[src/rtl/wb_host_pkg.sv]
// Shared types and constants for the Wishbone host that drives the I2C master
// core register port.
package wb_host_pkg;

    typedef enum logic [1:0] {
        IDLE = 2'd0,
        REQ  = 2'd1,
        RSP  = 2'd2
    } wb_state_e;

    typedef struct packed {
        logic       we;
        logic [2:0] addr;
        logic [7:0] data;
    } wb_cmd_t;

    localparam logic [2:0] PRER_LO = 3'd0;
    localparam logic [2:0] PRER_HI = 3'd1;
    localparam logic [2:0] CTR     = 3'd2;
    localparam logic [2:0] TXR_RXR = 3'd3;
    localparam logic [2:0] CR_SR   = 3'd4;

    // Writes and timed-out cycles always report zero data.
    function automatic logic [7:0] rsp_read_data(input logic we,
                                                 input logic err,
                                                 input logic [7:0] rdata);
        logic [7:0] res;
        if (we || err) begin
            res = 8'h00;
        end else begin
            res = rdata;
        end
        return res;
    endfunction

endpackage

[src/rtl/wb_host_fifo.sv]
// Command FIFO; pointers carry one extra wrap bit so full and empty differ
// only in the MSB.
module wb_host_fifo
    import wb_host_pkg::*;
#(
    parameter int DEPTH = 4
) (
    input  logic    clk_i,
    input  logic    rst_i,
    input  logic    push_i,
    input  wb_cmd_t push_data_i,
    input  logic    pop_i,
    output wb_cmd_t head_o,
    output logic    full_o,
    output logic    empty_o
);

    localparam int AW = $clog2(DEPTH);
    localparam logic [AW:0] PTR_ONE = (AW + 1)'(1);

    logic [AW:0] wr_ptr_q;
    logic [AW:0] wr_ptr_d;
    logic [AW:0] rd_ptr_q;
    logic [AW:0] rd_ptr_d;
    logic        push_ok_s;
    logic        pop_ok_s;
    wb_cmd_t     mem_q [DEPTH];

    assign empty_o   = (wr_ptr_q == rd_ptr_q);
    assign full_o    = (wr_ptr_q[AW] != rd_ptr_q[AW]) &&
                       (wr_ptr_q[AW-1:0] == rd_ptr_q[AW-1:0]);
    assign push_ok_s = push_i && !full_o;
    assign pop_ok_s  = pop_i && !empty_o;
    assign head_o    = mem_q[rd_ptr_q[AW-1:0]];

    always_comb begin
        wr_ptr_d = wr_ptr_q;
        rd_ptr_d = rd_ptr_q;
        if (push_ok_s) begin
            wr_ptr_d = wr_ptr_q + PTR_ONE;
        end else begin
            wr_ptr_d = wr_ptr_q;
        end
        if (pop_ok_s) begin
            rd_ptr_d = rd_ptr_q + PTR_ONE;
        end else begin
            rd_ptr_d = rd_ptr_q;
        end
    end

    always_ff @(posedge clk_i or posedge rst_i) begin
        if (rst_i) begin
            wr_ptr_q <= '0;
            rd_ptr_q <= '0;
        end else begin
            wr_ptr_q <= wr_ptr_d;
            rd_ptr_q <= rd_ptr_d;
        end
    end

    always_ff @(posedge clk_i) begin
        if (push_ok_s) begin
            mem_q[wr_ptr_q[AW-1:0]] <= push_data_i;
        end
    end

endmodule

[src/rtl/wb_host_master.sv]
// Wishbone classic single-cycle initiator: queued register commands in, one
// response (data or timeout error) out per cycle.
module wb_host_master
    import wb_host_pkg::*;
#(
    parameter int CMD_DEPTH = 4,
    parameter int TIMEOUT   = 16
) (
    input  logic       wb_clk_i,
    input  logic       arst_i,
    input  logic       cmd_valid_i,
    output logic       cmd_ready_o,
    input  logic       cmd_we_i,
    input  logic [2:0] cmd_addr_i,
    input  logic [7:0] cmd_data_i,
    output logic       rsp_valid_o,
    input  logic       rsp_ready_i,
    output logic [7:0] rsp_data_o,
    output logic       rsp_we_o,
    output logic       rsp_err_o,
    output logic [2:0] wb_addr_o,
    output logic [7:0] wb_dat_o,
    input  logic [7:0] wb_dat_i,
    output logic       wb_we_o,
    output logic       wb_stb_o,
    output logic       wb_cyc_o,
    input  logic       wb_ack_i,
    output logic       busy_o
);

    localparam int TW = $clog2(TIMEOUT);
    localparam logic [TW-1:0] TMO_LAST = TW'(TIMEOUT - 1);
    localparam logic [TW-1:0] TMO_ONE  = TW'(1);

    wb_state_e     state_q;
    logic [TW-1:0] tmo_cnt_q;
    logic [2:0]    wb_addr_q;
    logic [7:0]    wb_dat_q;
    logic          wb_we_q;
    logic          wb_stb_q;
    logic          wb_cyc_q;
    logic          rsp_valid_q;
    logic [7:0]    rsp_data_q;
    logic          rsp_we_q;
    logic          rsp_err_q;

    wb_cmd_t       cmd_in_s;
    wb_cmd_t       head_s;
    logic          cmd_push_s;
    logic          cmd_pop_s;
    logic          fifo_full_s;
    logic          fifo_empty_s;

    assign cmd_in_s   = '{we: cmd_we_i, addr: cmd_addr_i, data: cmd_data_i};
    assign cmd_push_s = cmd_valid_i && !fifo_full_s;
    assign cmd_pop_s  = (state_q == IDLE) && !fifo_empty_s;

    wb_host_fifo #(
        .DEPTH (CMD_DEPTH)
    ) u_fifo (
        .clk_i       (wb_clk_i),
        .rst_i       (arst_i),
        .push_i      (cmd_push_s),
        .push_data_i (cmd_in_s),
        .pop_i       (cmd_pop_s),
        .head_o      (head_s),
        .full_o      (fifo_full_s),
        .empty_o     (fifo_empty_s)
    );

    // IDLE -> REQ -> RSP -> IDLE guarantees two low-strobe clocks between cycles.
    always_ff @(posedge wb_clk_i or posedge arst_i) begin
        if (arst_i) begin
            state_q     <= IDLE;
            tmo_cnt_q   <= '0;
            wb_addr_q   <= 3'd0;
            wb_dat_q    <= 8'h00;
            wb_we_q     <= 1'b0;
            wb_stb_q    <= 1'b0;
            wb_cyc_q    <= 1'b0;
            rsp_valid_q <= 1'b0;
            rsp_data_q  <= 8'h00;
            rsp_we_q    <= 1'b0;
            rsp_err_q   <= 1'b0;
        end else begin
            case (state_q)
                IDLE: begin
                    if (!fifo_empty_s) begin
                        wb_addr_q <= head_s.addr;
                        wb_dat_q  <= head_s.data;
                        wb_we_q   <= head_s.we;
                        wb_stb_q  <= 1'b1;
                        wb_cyc_q  <= 1'b1;
                        tmo_cnt_q <= '0;
                        state_q   <= REQ;
                    end
                end
                REQ: begin
                    if (wb_ack_i) begin
                        wb_stb_q    <= 1'b0;
                        wb_cyc_q    <= 1'b0;
                        rsp_data_q  <= rsp_read_data(wb_we_q, 1'b0, wb_dat_i);
                        rsp_we_q    <= wb_we_q;
                        rsp_err_q   <= 1'b0;
                        rsp_valid_q <= 1'b1;
                        state_q     <= RSP;
                    end else if (tmo_cnt_q == TMO_LAST) begin
                        wb_stb_q    <= 1'b0;
                        wb_cyc_q    <= 1'b0;
                        rsp_data_q  <= rsp_read_data(wb_we_q, 1'b1, wb_dat_i);
                        rsp_we_q    <= wb_we_q;
                        rsp_err_q   <= 1'b1;
                        rsp_valid_q <= 1'b1;
                        state_q     <= RSP;
                    end else begin
                        tmo_cnt_q <= tmo_cnt_q + TMO_ONE;
                    end
                end
                RSP: begin
                    if (rsp_ready_i) begin
                        rsp_valid_q <= 1'b0;
                        state_q     <= IDLE;
                    end
                end
                default: begin
                    wb_stb_q    <= 1'b0;
                    wb_cyc_q    <= 1'b0;
                    rsp_valid_q <= 1'b0;
                    state_q     <= IDLE;
                end
            endcase
        end
    end

    assign cmd_ready_o = !fifo_full_s;
    assign busy_o      = (state_q != IDLE) || !fifo_empty_s;
    assign wb_addr_o   = wb_addr_q;
    assign wb_dat_o    = wb_dat_q;
    assign wb_we_o     = wb_we_q;
    assign wb_stb_o    = wb_stb_q;
    assign wb_cyc_o    = wb_cyc_q;
    assign rsp_valid_o = rsp_valid_q;
    assign rsp_data_o  = rsp_data_q;
    assign rsp_we_o    = rsp_we_q;
    assign rsp_err_o   = rsp_err_q;

endmodule

[config.mk]
export PLATFORM = sky130hd
export DESIGN_NAME = wb_host_master
export DESIGN_NICKNAME = d
export VERILOG_FILES = /design/src/rtl/wb_host_pkg.sv /design/src/rtl/wb_host_fifo.sv /design/src/rtl/wb_host_master.sv
export SDC_FILE = /design/constraint.sdc
export NUM_CORES = 1
export LEC_CHECK = 0
export ABC_AREA = 1
export ABC_CLOCK_PERIOD_IN_PS = 2520
export CORE_MARGIN = 2
export CORE_UTILIZATION = 53
export CTS_CLUSTER_SIZE = 16
export DETAILED_ROUTE_END_ITERATION = 16
export PLACE_DENSITY = 0.88
export SLEW_MARGIN = 15
export SYNTH_ARGS = -nofsm -noshare
export SYNTH_HDL_FRONTEND = slang
export SYNTH_SLANG_ARGS = --single-unit
[constraint.sdc]
create_clock -name wb_clk_i -period 2.52 [get_ports wb_clk_i]
set_input_delay 0.378 -clock wb_clk_i [delete_from_list [all_inputs] [get_ports wb_clk_i]]
set_output_delay 0.378 -clock wb_clk_i [all_outputs]
set_load 0.02 [all_outputs]
==> flow_summary.ini, run 1 <==
[status]
status = finished, final reports clean

[global_route]
antenna_found_initial = 0
grt_pass1_vias = 2485
gr-total-overflow = 0
grt_pass1_wl_mm = 11.8
grtUsageTotal = 0.212
grt_max_degree = 37

[sta]
fin_crit_ns = 2.37
setup_tns_ns = 0
fmax_ghz = 0.422
finalHoldViolations = 0
max_slew_margin = 0.687
skew_ns = 0.00793
worst_pin_slew_ns = 0.469
rsz0062_at_grt = no
finalCritPeriodShare = 0.940
setup_viol = 0
slew_violations = 0

[min_path]
hp-class = primary input to asynchronous set/reset pin

[worst_setup_path]
crit_type = flop to output pin
r2r_slack_ns = 0.68
cp-start-kind = flop
crit_arrival_ns = 1.99
crit_fanout = 16
reg2reg_from = u_fifo.rd_ptr_q[1]$_DFFE_PP0P_
cp.required_ns = 2.14
endpoint = cmd_ready_o
rr_worst_depth = 7
reg2reg_to = u_fifo.mem_q[0][2]$_DFFE_PP_
worstSetupStartpoint = u_fifo.rd_ptr_q[1]$_DFFE_PP0P_
worst_setup_path_end_kind = output pin

[drt]
totalWireLength_mm = 6.91
avgViaCountPerCell = 5.30
drt-pass1-iter-count = 4
drt_iter0_markers = 199
postRouteAntennaNets = 0
wl_per_cell_um = 15.1
drcViolationCount = 0
routed-via-count = 2423

[finish]
drive_above_1_share = 0.0842
syn2layout_area_growth_pct = 21.8
layout_common_cells = nand2_1, clkdlybuf4s50_1, edfxtp_1, dfrtp_1, nor2_1
nets = 406
final_common_cell = nand2_1
fin_util = 0.664
diodes = 0
fill_cells = 467

[power]
power.density_nw_per_um2 = 1230
leakagePower_nw = 1.79
vdd_ir_drop_max_mv = 0.668

[clock_network]
clkTransAtPathRegs_ns = 0.08
postCtsHoldBufs = 0
numClockSinks = 84
numCtsBuffers = 9
insertion_delay_ns = 0.34
cts_root_buf = clkbuf_8
cts-resized-gates = 0
htree_num_levels = 3
clk_path_buf_depth = 2
cts_setup_buffers = 0
cts_tree = built

[synth]
ys_ff_latch = 84
synthesis.area_sq_um = 3460
synth_cell_types = 27
yosysTopAreaCellShare = 0.416
syn_inst = 318
synth.net_count = 349
synth_top_cells_by_area = edfxtp_1, dfrtp_1, nand2_1, o21ai_0, nor2_1
yosys_warnings = 0
syn_area_per_cell_sq_um = 10.9
synth-seq-area-share = 0.677
synth_top_area_cell = edfxtp_1

[floorplan]
dieArea_sq_um = 7190
num_rows = 29
die_h_um = 84.8
io_pins = 52
initial_utilization = 0.545
core_sq_um = 6350
die_w_um = 84.8

[place]
gp_congestion = 0.771
io_buffers = 51
dp_hpwl_mm = 4.72

[job]
max_cap_viol_count = 0
## routing by layer
| metal | routed length (um) | GRT usage | share of wire |
|---|---|---|---|
| met4 | 82 | 0.0649 | 0.012 |
| met3 | 339 | 0.0541 | 0.049 |
| met5 | 0 | 0 | 0 |
| met2 | 3570 | 0.364 | 0.52 |
| met1 | 2920 | 0.265 | 0.42 |
## final cells by class
| class | count | area [sq um] | area share |
|---|---|---|---|
| sequential | 84 | 2340 | 0.556 |
| clock buffer | 14 | 163 | 0.0386 |
| tap | 77 | 96.3 | 0.0229 |
| multi-input combinational | 203 | 966 | 0.229 |
| inverter | 19 | 73.8 | 0.0175 |
| timing repair buffer | 58 | 563 | 0.134 |
| clock inverter | 2 | 10.0 | 0.00238 |
## report_power, final
part,total [W],switching (W),internal [W]
Sequential,0.00214,0.000238,0.00190
Clock,0.000844,0.000434,0.000411
Combinational,0.00219,0.00136,0.000826
## worst min path at each step
| stage | slack [ns] | end | startpoint | depth (start not counted) |
|---|---|---|---|---|
| final | 0.44 | rsp_data_o[4]$_DFFE_PP0P_ | arst_i | 3 |
| after global routing | 0.48 | wb_dat_o[2]$_DFFE_PP0P_ | arst_i | 3 |
| after CTS | 0.45 | rsp_data_o[4]$_DFFE_PP0P_ | arst_i | 3 |
| after detailed placement | 0.46 | rsp_data_o[0]$_DFFE_PP0P_ | rsp_data_o[0]$_DFFE_PP0P_ | 2 |
| after global placement | 0.46 | rsp_data_o[4]$_DFFE_PP0P_ | rsp_data_o[4]$_DFFE_PP0P_ | 2 |
| after floorplan | 0.48 | u_fifo.mem_q[0][0]$_DFFE_PP_ | cmd_data_i[0] | 0 |
## worst max-delay path: stages, from the launching register on
cell and delay (ns):
dfrtp_1 0.64, inv_2 0.08, nand2_1 0.08, nand2_1 0.10, nand4_2 0.14, clkdlybuf4s50_1 0.62
## stage by stage
| stage | total power [W] | hold WS (ns) | setup slack [ns] | cell area, sq um | cells |
|---|---|---|---|---|---|
| CTS | 0.00520 | 0.445 | 0.136 | 4210 | 457 |
| detailed placement | 0.00435 | 0.465 | 0.516 | 4040 | 441 |
| global placement | 0.00424 | 0.456 | 0.574 | 4040 | 441 |
| global route | 0.00557 | 0.480 | 0.0406 | 4210 | 457 |
| floorplan | 0.00360 | 0.477 | 0.631 | 3460 | 318 |
| finish | 0.00517 | 0.437 | 0.151 | 4210 | 457 |
## logic make-up after synthesis
logic type	after synthesis	synth area share
AOI/OAI and AO/OA	41	0.0636
xor gates and xnor gates	4	0.0101
adders and majority gates	6	0.0217
buffers and inverters	31	0.0441
DFF	84	0.677
and+or+nand+nor	152	0.184
## sequential cells by signal, indices dropped and copies added, names as in the netlist
signal and count:
rsp_we_o 1, wb_we_o 1, u_fifo.mem_q 48, wb_cyc_o 1, u_fifo.wr_ptr_q 3, wb_addr_o 3, rsp_data_o 8, rsp_valid_o 1
tmo_cnt_q 4, wb_dat_o 8, u_fifo.rd_ptr_q 3, state_q 2, rsp_err_o 1
## cells in the mapped netlist, drive strengths merged
cell    instances
xor2            3
inv            18
a21oi           1
nand4           2
nand2          94
clkbuf          3
dfrtp          36
clkinv          1
nand3          19
or2             2
edfxtp         48
nor2           35
o21ai          28
xnor2           1
ha              6
o22ai          12
buf             9
No activity file was read; power rests on OpenSTA's default activity.
==> run 2: changes to the inputs <==
--- a/config.mk
+++ b/config.mk
@@ -7,7 +7,8 @@
 export LEC_CHECK = 0
 export ABC_AREA = 1
 export ABC_CLOCK_PERIOD_IN_PS = 2520
-export CORE_MARGIN = 2
+export CORE_ASPECT_RATIO = 0.6
+export CORE_MARGIN = 5
 export CORE_UTILIZATION = 53
 export CTS_CLUSTER_SIZE = 16
 export DETAILED_ROUTE_END_ITERATION = 16
==> flow_summary.ini, run 2 (synthesis results as in run 1) <==
[drt]
wl_met2_mm = 3.64
wl_per_cell_um = 16.2
totalWireLength_mm = 7.61
top_layer_used = met4
avgViaCountPerCell = 5.30
wl_met3_um = 570
drt_iter0_markers = 157
drt-pass1-iter-count = 4
drcViolationCount = 0
drt-met1-wl_mm = 3.31
routed-via-count = 2485
postRouteAntennaNets = 0

[finish]
final_common_cell = nand2_1
layout_common_cells = nand2_1, clkdlybuf4s50_1, edfxtp_1, dfrtp_1, nor2_1
syn2layout_area_growth_pct = 22.8
nets = 411
drive_above_1_share = 0.0961
largest_reg_flops = 48
fin_util = 0.683
finalNonFillerCells = 469
diodes = 0

[place]
pre_cts_ws_ns = 0.502
dp_cells = 453
io_buffers = 51
gp_congestion = 0.773
dp_hpwl_mm = 5.31

[clock_network]
clk_path_buf_depth = 2
insertion_delay_ns = 0.35
htree_num_levels = 3
numCtsBuffers = 9
postCtsHoldBufs = 0
cts_root_buf = clkbuf_8
numClockSinks = 84
clkTransAtPathRegs_ns = 0.08
cts_tree = built

[sta]
rsz0062_at_grt = no
setup_viol = 0
slew_violations = 0
fin_crit_ns = 2.36
setup_tns_ns = 0
fin_ws_ns = 0.161
max_slew_margin = 0.613
finalHoldViolations = 0
finalCritPeriodShare = 0.936
worst_pin_slew_ns = 0.578
skew_ns = 0.00765
fmax_ghz = 0.424

[power]
switching_share = 0.406
p_int_w = 0.00311
pwr-share-seq = 0.406
leakagePower_nw = 1.81
p_clk_frac = 0.154
power.density_nw_per_um2 = 1230
vdd_ir_drop_max_mv = 0.500
comb_power_share = 0.440
netSwitchingPower_w = 0.00212

[worst_setup_path]
crit_type = flop to output pin
crit_fanout = 13
r2r_slack_ns = 0.67
cp-start-kind = flop
crit_arrival_ns = 1.98
cp.required_ns = 2.14
worst_setup_path_end_kind = output pin

[global_route]
grtUsageTotal = 0.195
antenna_found_initial = 0
grt_pass1_vias = 2461
gr-total-overflow = 0
grt_pass1_wl_mm = 12.4
grt_max_degree = 37

[floorplan]
die_w_um = 114
core_sq_um = 6220
initial_utilization = 0.556
num_rows = 22
die_h_um = 72.6
dieArea_sq_um = 8300
io_pins = 52

[status]
status = finished, final reports clean

[job]
max_cap_viol_count = 0

[min_path]
hp-class = primary input to asynchronous set/reset pin
[run 2: routing by layer]
layer | GRT usage | vias up
li1 | - | 1191
met1 | 0.267 | 1195
met2 | 0.301 | 88
met3 | 0.0630 | 11
met4 | 0.0593 | 0
met5 | 0 | -
[run 2: area by class of cell]
type	instances	area, sq um
clock buffer	11	131
clock inverter	5	28.8
fill	479	1970
inverter	19	76.3
multi-input combinational	203	966
sequential	84	2340
tap	84	105
timing repair buffer	63	601
[run 2: power groups by stage]
stage               clock network, W  logic, W  registers, W
floorplan                          0   0.00129       0.00232
global placement                   0   0.00220       0.00212
detailed placement                 0   0.00229       0.00215
CTS                         0.000819   0.00231       0.00212
global route                0.000881   0.00253       0.00217
finish                      0.000806   0.00230       0.00213
[run 2: what timing repair did]
action / CTS / global route
endpoints found under the hold margin: 0 / 0
setup buffers: 0 / 0
setup endpoints to repair: 0 / 2
gates resized for setup: 0 / 1
[run 2: through the flow]
stage | hold slack [ns] | instance area [sq um] | power [W]
floorplan | 0.477 | 3460 | 0.00360
global placement | 0.454 | 4090 | 0.00432
detailed placement | 0.458 | 4090 | 0.00444
CTS | 0.441 | 4250 | 0.00525
global route | 0.472 | 4250 | 0.00559
finish | 0.432 | 4250 | 0.00523
[run 2: final timing paths]
kind	startpoint	end	cells past startpoint
worst max-delay path	u_fifo.rd_ptr_q[1]$_DFFE_PP0P_	cmd_ready_o	5
worst min-delay path	arst_i	tmo_cnt_q[0]$_DFFE_PP0P_	3
worst max register to register	u_fifo.rd_ptr_q[1]$_DFFE_PP0P_	u_fifo.mem_q[3][1]$_DFFE_PP_	7
worst min register to register	rsp_data_o[1]$_DFFE_PP0P_	rsp_data_o[1]$_DFFE_PP0P_	2
max in group asynchronous	arst_i	wb_addr_o[1]$_DFFE_PP0P_	3
min in group wb_clk_i	rsp_data_o[1]$_DFFE_PP0P_	rsp_data_o[1]$_DFFE_PP0P_	2
[run 2: worst max-delay path: stages, from the launching register on]
cell and delay, ns:
dfrtp_1 0.49, inv_4 0.18, nand2_1 0.07, nand2_1 0.12, nand4_2 0.17, clkdlybuf4s50_1 0.59
